--- src/rtl/wrapper_packet_fifo.sv ---
// wrapper_packet_fifo
//   First-word-fall-through FIFO of whole accelerator packets ({last, data}).
//   It sits between the packet constructor and the accelerator input, so the
//   register-write side can queue packets while the engine is back-pressuring.
//   Optional feature macro: WRAPPER_PACKET_FIFO_STATS_EN enables saturating
//   16-bit push/pop beat counters. When it is undefined, both stat ports are
//   tied to zero.
module wrapper_packet_fifo #(
  parameter int PACKETWIDTH = 512,
  parameter int DEPTH       = 4,
  parameter int AFULL_LEVEL = 3
) (
  input  logic                       hclk,
  input  logic                       hreset,
  input  logic                       flush,
  input  logic [PACKETWIDTH-1:0]     in_packet_data,
  input  logic                       in_packet_data_last,
  input  logic                       in_packet_data_valid,
  output logic                       in_packet_data_ready,
  output logic [PACKETWIDTH-1:0]     out_packet_data,
  output logic                       out_packet_data_last,
  output logic                       out_packet_data_valid,
  input  logic                       out_packet_data_ready,
  output logic [$clog2(DEPTH):0]     occupancy,
  output logic                       almost_full,
  output logic [15:0]                stat_in_count,
  output logic [15:0]                stat_out_count
);

  localparam int AW = $clog2(DEPTH);
  localparam int CW = AW + 1;
  localparam logic [CW-1:0] FULL_C  = CW'(DEPTH);
  localparam logic [CW-1:0] AFULL_C = CW'(AFULL_LEVEL);

  logic [PACKETWIDTH:0] mem_q [DEPTH];
  logic [AW-1:0]        wr_ptr_q, wr_ptr_d;
  logic [AW-1:0]        rd_ptr_q, rd_ptr_d;
  logic [CW-1:0]        count_q, count_d;
  logic                 push, pop;

  // Handshakes and status are all derived from the registered count.
  assign in_packet_data_ready  = (count_q != FULL_C);
  assign out_packet_data_valid = (count_q != '0);
  assign push                  = in_packet_data_valid & in_packet_data_ready;
  assign pop                   = out_packet_data_valid & out_packet_data_ready;
  assign occupancy             = count_q;
  assign almost_full           = (count_q >= AFULL_C);

  // Head entry falls through combinationally from the read pointer.
  assign out_packet_data_last  = mem_q[rd_ptr_q][PACKETWIDTH];
  assign out_packet_data       = mem_q[rd_ptr_q][PACKETWIDTH-1:0];

  // Next-state pointers and count; flush discards contents and any handshake.
  always_comb begin
    wr_ptr_d = wr_ptr_q;
    rd_ptr_d = rd_ptr_q;
    count_d  = count_q;
    if (flush) begin
      wr_ptr_d = '0;
      rd_ptr_d = '0;
      count_d  = '0;
    end else begin
      if (push) wr_ptr_d = wr_ptr_q + AW'(1);
      if (pop)  rd_ptr_d = rd_ptr_q + AW'(1);
      case ({push, pop})
        2'b10:   count_d = count_q + CW'(1);
        2'b01:   count_d = count_q - CW'(1);
        default: count_d = count_q;
      endcase
    end
  end

  // Control state register; only the pointers and count are reset.
  always_ff @(posedge hclk) begin
    if (hreset) begin
      wr_ptr_q <= '0;
      rd_ptr_q <= '0;
      count_q  <= '0;
    end else begin
      wr_ptr_q <= wr_ptr_d;
      rd_ptr_q <= rd_ptr_d;
      count_q  <= count_d;
    end
  end

  // Packet storage; a write while flushing is harmless since the pointers clear.
  always_ff @(posedge hclk) begin
    if (push) begin
      mem_q[wr_ptr_q] <= {in_packet_data_last, in_packet_data};
    end
  end

`ifdef WRAPPER_PACKET_FIFO_STATS_EN
  logic [15:0] stat_in_q;
  logic [15:0] stat_out_q;

  // Saturating beat counters; flushed handshakes are not counted, and only
  // reset clears the counters.
  always_ff @(posedge hclk) begin
    if (hreset) begin
      stat_in_q  <= '0;
      stat_out_q <= '0;
    end else if (!flush) begin
      if (push && (stat_in_q != 16'hFFFF))  stat_in_q  <= stat_in_q + 16'd1;
      if (pop  && (stat_out_q != 16'hFFFF)) stat_out_q <= stat_out_q + 16'd1;
    end
  end

  assign stat_in_count  = stat_in_q;
  assign stat_out_count = stat_out_q;
`else
  assign stat_in_count  = 16'h0;
  assign stat_out_count = 16'h0;
`endif

endmodule

--- config.mk ---
export PLATFORM = sky130hd
export DESIGN_NAME = wrapper_packet_fifo
export DESIGN_NICKNAME = d
export VERILOG_FILES = /design/src/rtl/wrapper_packet_fifo.sv
export SDC_FILE = /design/constraint.sdc
export NUM_CORES = 1
export LEC_CHECK = 0
export BUFFER_PORTS_ARGS = -buffer_cell sky130_fd_sc_hd__buf_2
export CORE_ASPECT_RATIO = 0.5
export CORE_UTILIZATION = 45
export CTS_CLUSTER_DIAMETER = 200
export DETAILED_ROUTE_END_ITERATION = 8
export PLACE_DENSITY = 0.72
export SETUP_SLACK_MARGIN = 0.3
export SLEW_MARGIN = 20
export SYNTH_ARGS = -nofsm -noshare
export SYNTH_HDL_FRONTEND = slang
export SYNTH_SLANG_ARGS = --single-unit
--- constraint.sdc ---
create_clock -name hclk -period 19.1 [get_ports hclk]
set_input_delay 0.955 -clock hclk [delete_from_list [all_inputs] [get_ports hclk]]
set_output_delay 0.955 -clock hclk [all_outputs]
set_load 0.1 [all_outputs]
==> flow_metrics.tcl <==
set metrics [dict create \
    cts.clk_slew.worst_paths_ns 0.07 \
    htreeDepth 4 \
    rsz0062_at_grt "no" \
    layout_common_cells "edfxtp_1 (2052), buf_2 (1036), mux4_2 (513)" \
    worstMarginPinSlew_ns 1.28 \
    grt.busiest_layer "met2" \
    period_minus_slack_ns 6.18 \
    synth.distinct_cells 26 \
    grt_pass1_wl_um 257000 \
    fin_setup_tns_ns 0 \
    path_class "flip-flop to primary output" \
    final_cells 6317 \
    crit_path_max_fanout 65 \
    cts-root-buf "clkbuf_16" \
    cp_top_family "buffers and inverters" \
    synth_edf_count 2052 \
    port_buffers 1036 \
    skew_ns 0.0417 \
    status "finished clean" \
    worst-path-buf-inv 4 \
    post-cts-setup-buffers 0 \
    start_util_pct 45.5 \
    cp.required_ns 18.15 \
    postCtsHoldBufs 0 \
    synthTopCellsByArea "edfxtp_1 (82%), mux4_2 (15%), buf_6 (0.80%)" \
    drv_cap 0 \
    p_leak_nw 28.8 \
    drc_errors 0 \
    drt-total-wl_um 184000 \
    cts_tree "done" \
    startpoint_type "flip-flop" \
    num-nets-final 4442 \
    fmax_ghz 0.162 \
    syn_to_final_growth_pct 17.5 \
    synth_flop_cell "edfxtp_1" \
    antenna_left 0 \
    p_per_area_mw_per_mm2 111 \
    layout_commonest_cell "edfxtp_1" \
    holdPathStages 1 \
    yosysTopAreaCell "edfxtp_1" \
    cts-buffers-inserted 184 \
    overflow 0 \
    vias 35341 \
    regArea_mm2 0.0618 \
    gp_congestion 0.908 \
    std_cell_rows 105 \
    cp_data_arrival_time_ns 5.23 \
    grt_max_degree 157 \
    cts.sinks 2061 \
    irDropWorstVdd_uv 66.8 \
    antenna_found_initial 122 \
    path_cells "buf_4 -> buf_4 -> buf_4 -> mux4_2 -> buf_2" \
    hold_class "primary input to flip-flop" \
    setup_viol 0 \
    finalCritPeriodShare_pct 32.4 \
    met2_usage_pct 36.4 \
    hold_slack_ns 0.347 \
    io_pins 1069 \
    place_hpwl_um 122000 \
    max_stage_delay_ns 0.86 \
    path_depth 5 \
    yosys_warnings 0 \
    synth_top_area_share_pct 82.4 \
    drive_gt1_share_pct 45.7 \
    dieArea_mm2 0.168 \
    drt_iter0_drc 3214 \
    drt_pre_antenna_iters 6 \
    finalHoldViolCount 0 \
    grt_pass1_vias 35638 \
    die-width_um 579 \
    dp_cells 5925 \
    postCtsResizedCells 0 \
    via_per_inst 5.59 \
    track_usage_pct 21.5 \
    path_common_cell "buf_4" \
    slew_headroom_pct 14.5 \
    nFillCells 12307 \
    crit_slowest_cell "buf_4" \
    slew_viol_final 0 \
    core-area_mm2 0.164 \
    cp-end-kind "primary output" \
    worstRegToRegCells 5 \
    met3_usage_pct 4.67 \
    synthCells 2766 \
    synth-seq-cells 2061 \
    grt.met1_usage_pct 25.5 \
    cts_buffer_depth 4 \
    wl_per_cell_um 29.1 \
    syn_area_per_cell_um2 27.0 \
    synth-seq-area-share_pct 82.6 \
    synth.cell_area_mm2 0.0748 \
    async_flop_share_pct 0 \
    die_height_um 290 \
    multi_input_area_mm2 0.0120 \
    clock_latency_ns 0.82 \
]
-- through the flow --
step | power [W] | setup WS [ns] | utilization, % | instance area [µm²]
finish | 0.00973 | 12.92 | 53.4 | 87900
global route | 0.00998 | 12.37 | 53.4 | 87800
CTS | 0.00980 | 12.62 | 53.3 | 87700
detailed placement | 0.00630 | 13.49 | 49.9 | 82100
global placement | 0.00628 | 13.53 | 49.9 | 82100
floorplan | 0.00610 | 4.17 | - | 74900
-- path summary, 6_finish.rpt --
check / startpoint / to / slack (ns)
max: flip-flop / out_packet_data[321] / 12.92
min: in_packet_data[475] / mem_q[3][475]$_DFFE_PP_ / 0.35
max reg2reg: occupancy[1]$_SDFFE_PP0P_ / mem_q[3][171]$_DFFE_PP_ / 14.41
min reg2reg: wr_ptr_q[0]$_SDFFE_PP0P_ / wr_ptr_q[0]$_SDFFE_PP0P_ / 0.52
-- routing by layer --
layer / vias up / share of wire, %
li1: 14364 / -
met1: 18845 / 36
met2: 1601 / 52
met3: 507 / 6.4
met4: 24 / 6.0
met5: - / 0.084
-- cell families (layout without fill, tap and decap cells) --
group                    count (synthesis)  count (layout)  share of synthesized area [%]
AO/OA/AOI/OAI                            6               6                         0.0535
XOR/XNOR                                 4               4                         0.0469
adder cells (fa/ha/maj)                  6               6                          0.110
buffers and inverters                  153            1404                           1.55
flip-flops                            2061            2061                           82.6
multiplexers                           515             515                           15.5
other                                    1             108                        0.00501
AND/OR/NAND/NOR                         20              20                          0.130
-- Yosys cell counts (2+ instances only) --
cell type	number
dfxtp_1	9
xor2_1	3
inv_1	5
nor2_1	7
buf_2	53
and3_1	4
nand2_1	5
or3_1	2
mux4_2	513
buf_4	32
mux2i_1	2
clkbuf_1	8
buf_6	53
ha_1	5
a21oi_1	2
buf_1	2
edfxtp_1	2052
-- final cells by class --
| type | count | share of cell area (%) |
|---|---|---|
| tap | 2193 | 3.12 |
| clock inverter | 88 | 0.854 |
| inverter | 5 | 0.0214 |
| sequential | 2061 | 70.3 |
| clock buffer | 228 | 5.50 |
| timing repair buffer | 1083 | 6.36 |
| multi-input combinational | 583 | 13.6 |
| antenna | 76 | 0.216 |
-- registers in the layout (all words and copies together) (netlist names), named ones only --
name,flops
mem_q,2052
rd_ptr_q,2
occupancy,3
wr_ptr_q,2
-- power breakdown --
| part | leakage [nW] | internal (W) | switching, W |
|---|---|---|---|
| clock network | 2.73 | 0.00192 | 0.00160 |
| logic | 7.14 | 0.000192 | 0.000883 |
| registers | 18.9 | 0.00510 | 0.0000278 |
(Power assumes the default switching activity.)
